File: src/rtl/uart_pkg.sv
// Types and constants shared by the UART transmit and receive paths.
package uart_pkg;

    typedef enum logic [1:0] {IDLE, START, WAIT_ACK, WAIT_DONE} tx_state_t;

    localparam byte HDR_DEFAULT = 8'hAA;

endpackage

File: src/rtl/byte_fifo.sv
// Synchronous byte FIFO with a head-of-queue read port and a sticky overflow flag.
module byte_fifo #(
    parameter int DEPTH = 16
) (
    input  logic                   clk,
    input  logic                   reset,
    input  logic                   push_i,
    input  logic [7:0]             data_i,
    input  logic                   pop_i,
    output logic [7:0]             data_o,
    output logic                   full_o,
    output logic                   empty_o,
    output logic [$clog2(DEPTH):0] count_o,
    output logic                   overflow_o
);

    localparam int PTR_W = $clog2(DEPTH);
    localparam int CNT_W = PTR_W + 1;

    logic [7:0]       mem_q [DEPTH];
    logic [PTR_W-1:0] wr_ptr_q;
    logic [PTR_W-1:0] rd_ptr_q;
    logic [CNT_W-1:0] count_q;
    logic             overflow_q;
    logic             do_push;
    logic             do_pop;

    assign full_o     = (count_q == CNT_W'(DEPTH));
    assign empty_o    = (count_q == '0);
    assign count_o    = count_q;
    assign overflow_o = overflow_q;
    assign data_o     = mem_q[rd_ptr_q];

    // A pop in the same cycle frees the slot a push into a full FIFO needs.
    assign do_pop  = pop_i && !empty_o;
    assign do_push = push_i && (!full_o || do_pop);

    // NOTE: the storage array is reset too, so every flop in the block has a defined value.
    always_ff @(posedge clk or posedge reset) begin
        if (reset) begin
            for (int i = 0; i < DEPTH; i++) begin
                mem_q[i] <= 8'h00;
            end
        end else if (do_push) begin
            mem_q[wr_ptr_q] <= data_i;
        end
    end

    // NOTE: non-blocking assignments keep every flop sampling the pre-edge values.
    always_ff @(posedge clk or posedge reset) begin
        if (reset) begin
            wr_ptr_q   <= '0;
            rd_ptr_q   <= '0;
            count_q    <= '0;
            overflow_q <= 1'b0;
        end else begin
            if (do_push) wr_ptr_q <= wr_ptr_q + PTR_W'(1);
            if (do_pop)  rd_ptr_q <= rd_ptr_q + PTR_W'(1);
            case ({do_push, do_pop})
                2'b10:   count_q <= count_q + CNT_W'(1);
                2'b01:   count_q <= count_q - CNT_W'(1);
                default: count_q <= count_q;
            endcase
            if (push_i && full_o && !do_pop) overflow_q <= 1'b1;
        end
    end

endmodule

File: src/rtl/uart_tx_streamer.sv
// Streams FIFO-buffered bytes to the UART sender one at a time, prefixing each
// frame with a header byte and re-pulsing start when the sender fails to ack.
module uart_tx_streamer
    import uart_pkg::*;
#(
    parameter int         DEPTH       = 16,
    parameter int         FRAME_LEN   = 64,
    parameter logic [7:0] HEADER      = HDR_DEFAULT,
    parameter bit         HEADER_EN   = 1'b1,
    parameter int         ACK_TIMEOUT = 8
) (
    input  logic                   clk,
    input  logic                   reset,
    input  logic                   wr_en,
    input  logic [7:0]             wr_data,
    output logic                   full,
    output logic [$clog2(DEPTH):0] fifo_count,
    output logic                   tx_start,
    output logic [7:0]             tx_data,
    input  logic                   tx_busy,
    output logic                   frame_done,
    output logic                   overflow
);

    localparam int CNT_W = $clog2(FRAME_LEN + 1);
    localparam int TMO_W = $clog2(ACK_TIMEOUT + 1);

    tx_state_t        state_q;
    logic [7:0]       tx_data_q;
    logic             tx_start_q;
    logic             frame_done_q;
    logic             is_hdr_q;
    logic             hdr_sent_q;
    logic [CNT_W-1:0] byte_cnt_q;
    logic [TMO_W-1:0] tmo_q;

    logic             fifo_empty;
    logic [7:0]       fifo_head;
    logic             send_hdr;
    logic             pop;

    // hdr_sent_q stops the header from repeating while byte_cnt is still 0.
    assign send_hdr = HEADER_EN && (byte_cnt_q == '0) && !hdr_sent_q;
    assign pop      = (state_q == IDLE) && !fifo_empty && !send_hdr;

    byte_fifo #(.DEPTH(DEPTH)) u_fifo (
        .clk        (clk),
        .reset      (reset),
        .push_i     (wr_en),
        .data_i     (wr_data),
        .pop_i      (pop),
        .data_o     (fifo_head),
        .full_o     (full),
        .empty_o    (fifo_empty),
        .count_o    (fifo_count),
        .overflow_o (overflow)
    );

    always_ff @(posedge clk or posedge reset) begin
        if (reset) begin
            state_q      <= IDLE;
            tx_data_q    <= 8'h00;
            tx_start_q   <= 1'b0;
            frame_done_q <= 1'b0;
            is_hdr_q     <= 1'b0;
            hdr_sent_q   <= 1'b0;
            byte_cnt_q   <= '0;
            tmo_q        <= '0;
        end else begin
            tx_start_q   <= 1'b0;
            frame_done_q <= 1'b0;
            unique case (state_q)
                IDLE: begin
                    if (!fifo_empty) begin
                        state_q    <= START;
                        tx_start_q <= 1'b1;
                        is_hdr_q   <= send_hdr;
                        tx_data_q  <= send_hdr ? HEADER : fifo_head;
                    end
                end
                START: begin
                    tmo_q   <= '0;
                    state_q <= WAIT_ACK;
                end
                WAIT_ACK: begin
                    if (tx_busy) begin
                        state_q <= WAIT_DONE;
                    end else if (tmo_q == TMO_W'(ACK_TIMEOUT - 1)) begin
                        state_q    <= START;
                        tx_start_q <= 1'b1;
                    end else begin
                        tmo_q <= tmo_q + TMO_W'(1);
                    end
                end
                WAIT_DONE: begin
                    if (!tx_busy) begin
                        state_q <= IDLE;
                        if (is_hdr_q) begin
                            hdr_sent_q <= 1'b1;
                        end else if (byte_cnt_q == CNT_W'(FRAME_LEN - 1)) begin
                            byte_cnt_q   <= '0;
                            hdr_sent_q   <= 1'b0;
                            frame_done_q <= 1'b1;
                        end else begin
                            byte_cnt_q <= byte_cnt_q + CNT_W'(1);
                        end
                    end
                end
                default: state_q <= IDLE;
            endcase
        end
    end

    assign tx_start   = tx_start_q;
    assign tx_data    = tx_data_q;
    assign frame_done = frame_done_q;

endmodule

File: config.mk
export PLATFORM = sky130hd
export DESIGN_NAME = uart_tx_streamer
export DESIGN_NICKNAME = d
export VERILOG_FILES = /design/src/rtl/uart_pkg.sv /design/src/rtl/byte_fifo.sv /design/src/rtl/uart_tx_streamer.sv
export SDC_FILE = /design/constraint.sdc
export NUM_CORES = 1
export LEC_CHECK = 0
export ABC_AREA = 0
export BUFFER_PORTS_ARGS = -buffer_cell sky130_fd_sc_hd__buf_2
export CORE_ASPECT_RATIO = 0.9
export CORE_MARGIN = 2
export CORE_UTILIZATION = 35
export DETAILED_ROUTE_END_ITERATION = 10
export GPL_TIMING_DRIVEN = 0
export MAX_ROUTING_LAYER = met4
export PLACE_DENSITY = 0.48
export SETUP_SLACK_MARGIN = 0.02
export SLEW_MARGIN = 30
export SYNTH_ARGS = -nofsm -noshare
export SYNTH_HDL_FRONTEND = slang
export SYNTH_SLANG_ARGS = --single-unit
File: constraint.sdc
create_clock -name clk -period 7.1 [get_ports clk]
set_clock_uncertainty 0.15 [all_clocks]
set_input_delay 0.71 -clock clk [delete_from_list [all_inputs] [get_ports clk]]
set_output_delay 0.71 -clock clk [all_outputs]
set_load 0.05 [all_outputs]
After elaboration in Yosys (flattened, before gate mapping)
Cells that the tools add are included.
{"block": "totals", "register_bits": 167, "latchBits": 0, "ram_bits": 0, "mem_bits_ro": 0, "input_bits": 12, "output_inout_bits": 17, "elab_cells": 107, "mem_count": 0}
{"block": "op_classes", "n_addsub": 6, "n_mul": 0, "div": 0, "n_lt_le_gt_ge": 3, "n_eq_ne": 13, "shift": 0, "muxes": 27, "bitwise": 5, "reduce_logical": 25}
{"operator": "bitwise mux 128 bit", "n": 1}
{"operator": "binary-select mux 8 bit (select 4 bit)", "n": 1}
{"operator": "demux 8 bit (select 4 bit)", "n": 1}
{"operator": "2-to-1 mux 8 bit", "n": 4}
{"operator": "adder 4 x 1 -> 4 bit (second input constant)", "n": 3}
{"operator": "AND reduction 3 bit", "n": 4}
{"operator": ">= comparator 5 bit (second input constant)", "n": 2}
{"operator": "NOT 4 -> 5 bit", "n": 2}
{"operator": "one-hot mux 5 bit (2 select lines)", "n": 1}
{"operator": "2-to-1 mux 1 bit", "n": 9}
{"operator": "logical AND 1 bit", "n": 8}
{"operator": "2-to-1 mux 2 bit", "n": 4}
{"operator": "2-to-1 mux 4 bit", "n": 2}
{"operator": "!= test 2 bit (second input constant)", "n": 4}
{"operator": "one-hot mux 2 bit (4 select lines)", "n": 1}
{"operator": "one-hot mux 4 bit (2 select lines)", "n": 1}
{"operator": "adder 7 x 1 -> 7 bit (second input constant)", "n": 1}
{"operator": "equality test 7 x 6 -> 1 bit (second input constant)", "n": 1}
{"operator": "logical NOT 7 bit", "n": 1}
{"operator": "2-to-1 mux 7 bit", "n": 1}
{"operator": "equality test 2 bit (second input constant)", "n": 3}
{"operator": "nonzero test 2 bit", "n": 3}
{"operator": "adder 5 x 1 -> 5 bit (second input constant)", "n": 1}
{"operator": "equality test 5 bit (second input constant)", "n": 1}
{"operator": "other kinds (12)", "n": 19}

Depth between registers and ports, before layout
Gate-level depths: netlist of the first run.
{"block": "depth", "word_depth": 9, "mapped_depth": 14, "mapped_depth_nobuf": 12}

Hierarchy
From an unflattened synthesis of the first run, not the netlist that was laid out.
{"block": "hier_totals", "hier_cells": 567, "area_unflattened_um2": 8510.7}
{"module": "byte_fifo", "instances": 1, "cells_each": 436, "area_per_inst_um2": 7247.0, "seq_area_each_um2": 3553.4}
{"module": "uart_tx_streamer", "instances": 1, "cells_each": 131, "area_per_inst_um2": 1263.7, "seq_area_each_um2": 625.6}

Worst setup path after synthesis of the first run
OpenSTA, ideal clock, no wires.
{"block": "synth_timing", "path_kind": "reg2reg", "startpoint": "register u_fifo.count_q[1] (netlist: u_fifo.count_o[1])", "endpoint": "register u_fifo.count_q[4] (netlist: u_fifo.count_o[4])", "setup_time_ns": 0.142, "arrival_time_ns": 2.838, "required_time_ns": 6.808, "path_slack_ns": 3.970, "path_stages_with_launch": 14, "path_buffers": 3, "synth_period_minus_slack_ns": 3.130, "cell_sequence": "dfrtp_1 buf_6 nor4_4 nand2_1 and2_1 buf_2 ha_1 clkbuf_1 xor2_1 ha_1 o21a_1 o21ai_0 a32oi_1 xnor2_1"}
{"block": "synth_via", "elab_chain_cells": 9, "elab_cells_between_ends": 15, "cone_classes": "add/sub (2); eq/ne (3); mux (1); reduce/logical (9)"}
{"item": "start: declaration", "line": "byte_fifo.sv:23", "text": "logic [CNT_W-1:0] count_q;"}
{"item": "start signal: assignment", "line": "byte_fifo.sv:60", "text": "2'b10: count_q <= count_q + CNT_W'(1);"}
{"item": "start signal: assignment", "line": "byte_fifo.sv:61", "text": "2'b01: count_q <= count_q - CNT_W'(1);"}
{"item": "start signal: assignment", "line": "byte_fifo.sv:62", "text": "default: count_q <= count_q;"}
{"item": "logical NOT 5 bit (*)", "line": "byte_fifo.sv:29", "text": "assign empty_o = (count_q == '0);"}
{"item": "logical NOT 1 bit (*)", "line": "byte_fifo.sv:35, uart_tx_streamer.sv:44"}
{"item": "logical AND 1 bit (2 in series)", "line": "uart_tx_streamer.sv:44", "text": "assign pop = (state_q == IDLE) && !fifo_empty && !send_hdr;"}
{"item": "logical AND 1 bit (*)", "line": "byte_fifo.sv:35", "text": "assign do_pop = pop_i && !empty_o;"}
{"item": "via u_fifo.do_pop", "line": "byte_fifo.sv:26", "text": "logic do_pop;"}
{"item": "logical OR 1 bit", "line": "byte_fifo.sv:36", "text": "assign do_push = push_i && (!full_o || do_pop);"}
{"item": "logical AND 1 bit", "line": "byte_fifo.sv:36"}
{"item": "equality test 2 x 1 -> 1 bit or equality test 2 bit (tied branches)", "line": "byte_fifo.sv:59", "text": "case ({do_push, do_pop})"}
{"item": "one-hot mux 5 bit (2 select lines) or nonzero test 2 bit (tied branches)"}
Mark *: on every way through the listed nets, which the timed path passes. The rest lies on a longest branch.
A chain may end at the register's enable or synchronous reset.

Worst setup path in the final report of the first run
{"block": "layout_timing", "startpoint": "register byte_cnt_q[0]", "endpoint": "register u_fifo.count_q[4] (netlist: u_fifo.count_o[4])"}
{"block": "layout_via", "elab_chain_cells": 9, "elab_cells_between_ends": 11, "cone_classes": "eq/ne (2); mux (1); reduce/logical (8)"}
{"item": "start: declaration", "line": "uart_tx_streamer.sv:34", "text": "logic [CNT_W-1:0] byte_cnt_q;"}
{"item": "start signal: assignment", "line": "uart_tx_streamer.sv:105", "text": "byte_cnt_q <= byte_cnt_q + CNT_W'(1);"}
{"item": "logical NOT 7 bit (*)", "line": "uart_tx_streamer.sv:43", "text": "assign send_hdr = HEADER_EN && (byte_cnt_q == '0) && !hdr_sent_q;"}
{"item": "logical AND 1 bit (*)", "line": "uart_tx_streamer.sv:43"}
{"item": "logical NOT 1 bit (*)", "line": "uart_tx_streamer.sv:44"}
{"item": "logical AND 1 bit (*)", "line": "uart_tx_streamer.sv:44"}
{"item": "logical AND 1 bit (*)", "line": "byte_fifo.sv:35"}
{"item": "via u_fifo.do_pop", "line": "byte_fifo.sv:26"}
{"item": "logical OR 1 bit", "line": "byte_fifo.sv:36"}
{"item": "logical AND 1 bit", "line": "byte_fifo.sv:36"}
{"item": "equality test 2 x 1 -> 1 bit or equality test 2 bit (tied branches)", "line": "byte_fifo.sv:59"}
{"item": "one-hot mux 5 bit (2 select lines) or nonzero test 2 bit (tied branches)"}
Marks and branches as above.

==> results of run 1 <==
metal layers:
metal,vias up,part of all wire
li1,2334,-
met1,2713,0.45
met2,99,0.50
met3,15,0.040
met4,0,0.011
met5,-,0
state kept, by name, summed over array words and instances (netlist names):
name               flops
u_fifo.wr_ptr_q        4
frame_done             1
u_fifo.overflow_o      1
u_fifo.rd_ptr_q        4
u_fifo.count_o         5
u_fifo.mem_q         128
state_q                2
byte_cnt_q             7
tx_data                8
is_hdr_q               1
tmo_q                  4
hdr_sent_q             1
tx_start               1
worst max-delay path: stages, from the launching register on:
cell      delay [ns]
dfrtp_1         0.39
inv_1           0.09
ha_1            0.19
nor4b_2         0.16
a21boi_2        0.52
and2_1          0.31
buf_2           0.35
ha_1            0.23
clkbuf_1        0.28
xor2_1          0.12
ha_1            0.23
o21a_1          0.17
o21ai_0         0.17
a32oi_1         0.14
xnor2_1         0.14
path summary, 6_finish.rpt:
path                              startpoint                 to  slack (ns)  cells past startpoint
setup reg to reg               byte_cnt_q[0]  u_fifo.count_o[4]        3.36                     14
hold reg to reg            u_fifo.overflow_o  u_fifo.overflow_o        0.30                      1
hold / removal                         reset  u_fifo.overflow_o        0.06                      2
max in group asynchronous              reset   u_fifo.mem_q[51]        5.78                      4
min in group clk           u_fifo.overflow_o  u_fifo.overflow_o        0.30                      1
setup / recovery               byte_cnt_q[0]  u_fifo.count_o[4]        3.36                     14
cells by family (layout without fill, tap and decap cells):
| family | after synthesis | after routing | share of synthesized area |
|---|---|---|---|
| buf+inv | 53 | 114 | 0.0340 |
| simple gates | 114 | 114 | 0.0692 |
| compound gates | 81 | 81 | 0.0882 |
| flops | 167 | 167 | 0.512 |
| mux | 170 | 170 | 0.261 |
| xor+xnor | 16 | 16 | 0.0172 |
| fa+ha+maj | 12 | 12 | 0.0184 |
final cells by class:
cell class	count	share of cell area
inverter	15	0.00687
multi-input combinational	393	0.399
clock buffer	18	0.0462
timing repair buffer	29	0.0205
sequential	167	0.450
tap	302	0.0407
buffer	38	0.0238
clock inverter	14	0.0131
report_power, final:
part / total [mW] / internal, mW / switching, mW
Clock: 0.871 / 0.458 / 0.413
Sequential: 1.65 / 1.40 / 0.258
Combinational: 1.82 / 0.858 / 0.966
cell usage in the layout (no fill, tap or decap), types with 3 or more instances in the layout:
master     netlist  layout
dfrtp_1        167     167
mux2_2         127     127
nand2_1         36      36
buf_2            9      36
nor2_1          28      28
mux4_2          21      21
clkbuf_1        17      18
clkbuf_16        0      17
o21ai_4         16      16
mux2i_1         14      14
inv_1           14      13
nand3_1         13      13
a31oi_1         12      12
ha_1            12      12
nor3_1          11      11
xnor2_1         10      10
a21oi_1         10      10
mux2_1           8       8
buf_4            7       7
o21ai_0          7       7
xor2_1           6       6
o211ai_1         6       6
clkinv_4         0       6
nand2b_1         5       5
nand4_1          4       4
a32o_1           4       4
buf_6            4       4
o22ai_1          3       3
o32a_1           3       3
inv_8            0       3
inv_6            0       3
==> flow_metrics.py, run 1 <==
metrics = {
    "sta": {
        "period_needed_ns": 3.74,
        "fin_hold_ws_ns": 0.0566,
        "fin_ws_ns": 3.36,
        "maxSlewViolCount": 0,
        "maxSlewHeadroom": 0.513,
        "period_share": 0.527,
        "fin_tns_setup_ns": 0,
        "fmax_mhz": 267,
        "finalHoldViolCount": 0,
        "setup_violations": 0,
        "rsz0062_at_grt": "no",
        "tightest_slew_ns": 0.724,
    },
    "clock_network": {
        "cts_root_buffer": "clkbuf_16",
        "clock-sinks": 167,
        "cts_hold_buf": 0,
        "post_cts_resized": 0,
        "htreeDepth": 4,
        "cts.path.max_buffers": 2,
        "clk_latency_ns": 0.43,
        "post-cts-setup-buffers": 0,
        "clk_pin_slew_ns": 0.07,
        "cts_buffers": 17,
        "cts_tree": "built",
    },
    "die": {
        "fp.coreArea_um2": 23100,
        "fp.dieW_um": 165,
        "ios": 29,
        "core.rowCount": 53,
        "fp.dieH_um": 149,
        "initial_utilization": 0.353,
        "dieArea_um2": 24600,
    },
    "grt": {
        "first_global_vias": 5535,
        "grt_busiest_layer": "met2",
        "grt-ovfl-total": 0,
        "use_met2": 0.293,
        "met3_usage": 0.0375,
        "antenna_found_initial": 0,
        "grtUsageTotal": 0.184,
        "met1_usage": 0.240,
        "grt_max_degree": 81,
        "grt_pass1_wl_mm": 32.3,
    },
    "place": {
        "port_buffers": 27,
        "gp_congestion": 0.835,
        "pre_cts_ws_ns": 3.36,
        "dpl.hpwl_mm": 13.6,
        "placed_cell_area_um2": 8740,
        "post-place-cells": 944,
    },
    "pwr": {
        "total_leakage_power_nw": 4.00,
        "p_per_area_nw_per_um2": 468,
        "peakVddDrop_uv": 189,
        "total_power_mw": 4.35,
    },
    "critical_path": {
        "criticalPathCategory": "flip-flop to flip-flop",
        "arrival_ns": 3.90,
        "worstPathRequired_ns": 7.26,
        "start_kind": "flip-flop",
        "cp_max_fo": 11,
        "crit_path_end_kind": "flip-flop",
    },
    "layout": {
        "diodes": 0,
        "nNetsFinal": 685,
        "drive_gt1_frac": 0.374,
        "regArea_um2": 4180,
        "fin_area_um2": 9290,
        "area_growth_pct": 13.8,
        "multiInputGateArea_um2": 3710,
        "fillerInstances": 2174,
        "final_util": 0.402,
        "layout.cells.non_filler": 976,
    },
    "logic_synthesis": {
        "synthTopCellsByCount": "dfrtp_1 (167), mux2_2 (127), nand2_1 (36), nor2_1 (28), mux4_2 (21)",
        "yosysTopAreaCell": "dfrtp_1",
        "yosysTopAreaCellShare": 0.512,
        "synth_cell_types": 56,
        "ys.flop_type": "dfrtp_1",
        "ys_seq_area_frac": 0.512,
        "ys_warn_count": 0,
        "post_synth.cell_area_avg_um2": 13.3,
        "syn_inst": 613,
        "ys_seq_elements": 167,
        "synth.most_common_cell": "dfrtp_1",
        "synthArstFlopShare": 1.00,
        "synth_edf_count": 0,
        "synth_area_um2": 8170,
        "syn_nets": 637,
        "synth_area_leaders": "dfrtp_1 (51%), mux2_2 (18%), mux4_2 (5.8%), o21ai_4 (3.2%), ha_1 (1.8%)",
    },
    "routing": {
        "drt_iter0_drc": 369,
        "wl_per_cell_um": 21.0,
        "num_vias": 5161,
        "drt-total-wl_mm": 20.5,
        "ant_nets": 0,
        "drt-vias-per-instance": 5.29,
        "dr.pass1.iters": 4,
        "route.detailed.drc": 0,
    },
    "flow_run": {
        "maxCapViolations": 0,
    },
    "worst_hold_path": {
        "min_path_type": "input port to asynchronous set/reset pin",
    },
    "status": {
        "status": "finished, final reports clean",
    },
}
Power figures use the tool's default switching activity.
==> run 2, diff against run 1 <==
- clock period: 7.1 -> 3.8 ns (I/O delays scaled with it)
==> run 2 against run 1 <==
Via count up 0.76%. Setup slack lost 3.1 ns. Sequential cell count is the same. Clock power increased by 110%. Critical path depth unchanged. Core utilization up 0.85 points. Final area grew 2.1%. Global-route usage is 0.47 points higher. Combinational power is 91% higher. Maximum frequency rose by 4.8%. Clock-buffer cell count unchanged. Largest cell class unchanged. Largest power group unchanged.
==> flow_metrics.py, run 2 (synthesis gave the netlist of run 1 again) <==
metrics = {
    "routing": {
        "ant_nets": 0,
        "wl_per_cell_um": 21.5,
        "drt-vias-per-instance": 5.31,
        "dr.pass1.iters": 4,
        "drt-total-wl_mm": 21.0,
        "num_vias": 5200,
        "route.detailed.drc": 0,
        "drt_iter0_drc": 327,
    },
    "clock_network": {
        "clock-sinks": 167,
        "cts_root_buffer": "clkbuf_16",
        "htreeDepth": 4,
        "clk_latency_ns": 0.43,
        "cts_tree": "built",
        "post-cts-setup-buffers": 0,
        "cts_buffers": 17,
        "clk_pin_slew_ns": 0.07,
        "cts.path.max_buffers": 2,
    },
    "critical_path": {
        "critPathMaxStageDelay_ns": 0.40,
        "crit_buf_inv": 3,
        "path_cells": "inv_1 -> ha_1 -> nor4b_2 -> a21boi_4 -> and2_1 -> clkbuf_4 -> ha_1 -> clkbuf_1 -> xor2_1 -> ha_1 -> o21a_1 -> o21ai_0 -> a32oi_1 -> xnor2_1",
        "cp_max_fo": 11,
        "arrival_ns": 3.74,
        "critical_path.most_common_cell": "ha_1",
        "crit_path_end_kind": "flip-flop",
        "criticalPathCategory": "flip-flop to flip-flop",
        "worstPathRequired_ns": 3.97,
        "cpMaxStageDelayCell": "dfrtp_1",
        "start_kind": "flip-flop",
        "critPathTopFamily": "compound AO/OA/AOI/OAI gates",
    },
    "sta": {
        "period_share": 0.939,
        "rsz0062_at_grt": "no",
        "fin_ws_ns": 0.231,
        "maxSlewViolCount": 0,
        "fmax_mhz": 280,
        "fin_hold_ws_ns": 0.106,
        "setup_violations": 0,
        "finalHoldViolCount": 0,
        "period_needed_ns": 3.57,
        "tightest_slew_ns": 0.821,
        "maxSlewHeadroom": 0.448,
        "fin_tns_setup_ns": 0,
    },
    "layout": {
        "layout.cells.non_filler": 980,
        "largest_reg_flops": 128,
        "final_util": 0.410,
        "area_growth_pct": 16.2,
        "final_common_cell": "dfrtp_1",
        "fin_area_um2": 9490,
        "diodes": 0,
        "top_register": "u_fifo.mem_q",
        "final_cell_mix": "dfrtp_1 (167), mux2_2 (127), nand2_1 (36)",
        "nNetsFinal": 691,
        "drive_gt1_frac": 0.378,
    },
    "pwr": {
        "p_per_area_nw_per_um2": 885,
        "total_leakage_power_nw": 4.08,
        "peakVddDrop_uv": 415,
        "total_power_mw": 8.40,
    },
    "die": {
        "core.rowCount": 53,
        "fp.coreArea_um2": 23100,
        "initial_utilization": 0.353,
        "fp.dieW_um": 165,
        "dieArea_um2": 24600,
        "fp.dieH_um": 149,
        "ios": 29,
    },
    "grt": {
        "antenna_found_initial": 0,
        "grtUsageTotal": 0.188,
        "grt-ovfl-total": 0,
        "grt_pass1_wl_mm": 33.1,
        "first_global_vias": 5680,
        "grt_max_degree": 32,
    },
    "place": {
        "placed_cell_area_um2": 8850,
        "gp_congestion": 0.816,
        "port_buffers": 27,
        "pre_cts_ws_ns": -0.00148,
        "dpl.hpwl_mm": 14.1,
        "post-place-cells": 949,
    },
    "flow_run": {
        "maxCapViolations": 0,
    },
    "status": {
        "status": "finished, final reports clean",
    },
    "worst_hold_path": {
        "min_path_type": "input port to flip-flop",
    },
}
[run 2: cell count changes in the layout (fill, tap and decap cells not counted), moves of 2 or more]
cell and change:
buf_12 +3, buf_16 +2, clkinv_4 -4, inv_8 -3, inv_6 -2, clkinv_2 +2, bufinv_16 +4
[run 2: final timing paths]
kind	startpoint	endpoint	slack [ns]	depth (start not counted)
worst max register to register	byte_cnt_q[0]	u_fifo.count_o[4]	0.23	14
max in group asynchronous	reset	u_fifo.mem_q[113]	2.33	6
worst min register to register	u_fifo.overflow_o	u_fifo.overflow_o	0.30	1
min in group asynchronous	reset	u_fifo.mem_q[126]	0.33	3
worst max-delay path	byte_cnt_q[0]	u_fifo.count_o[4]	0.23	14
worst min-delay path	wr_en	u_fifo.overflow_o	0.11	2
[run 2: area by class of cell]
class / instances / area [um^2]
sequential: 167 / 4180
fill: 2156 / 13700
inverter: 15 / 60.1
buffer: 38 / 224
timing repair buffer: 35 / 315
tap: 302 / 378
clock inverter: 12 / 176
multi-input combinational: 393 / 3720
clock buffer: 18 / 439
[run 2: routing by layer]
layer / GRT usage / vias to the layer above / share of wire
met2: 0.296 / 83 / 0.48
met5: - / - / 0
met4: 0.0709 / 0 / 0.025
met3: 0.0336 / 29 / 0.040
li1: - / 2337 / -
met1: 0.244 / 2751 / 0.45
[run 2: report_power, final]
group | switching (mW) | total, mW | internal [mW]
Clock | 0.724 | 1.83 | 1.11
Combinational | 1.86 | 3.48 | 1.62
Sequential | 0.480 | 3.09 | 2.61
Total | 3.06 | 8.40 | 5.34
[run 2: what timing repair did]
item | 4_1_cts | 5_1_grt
pin swaps | 0 | 0
hold buffers | 1 | 0
resized for setup | 1 | 1
cloned | 0 | 0
endpoints found under the setup margin | 1 | 2
endpoints found under the hold margin | 6 | 0
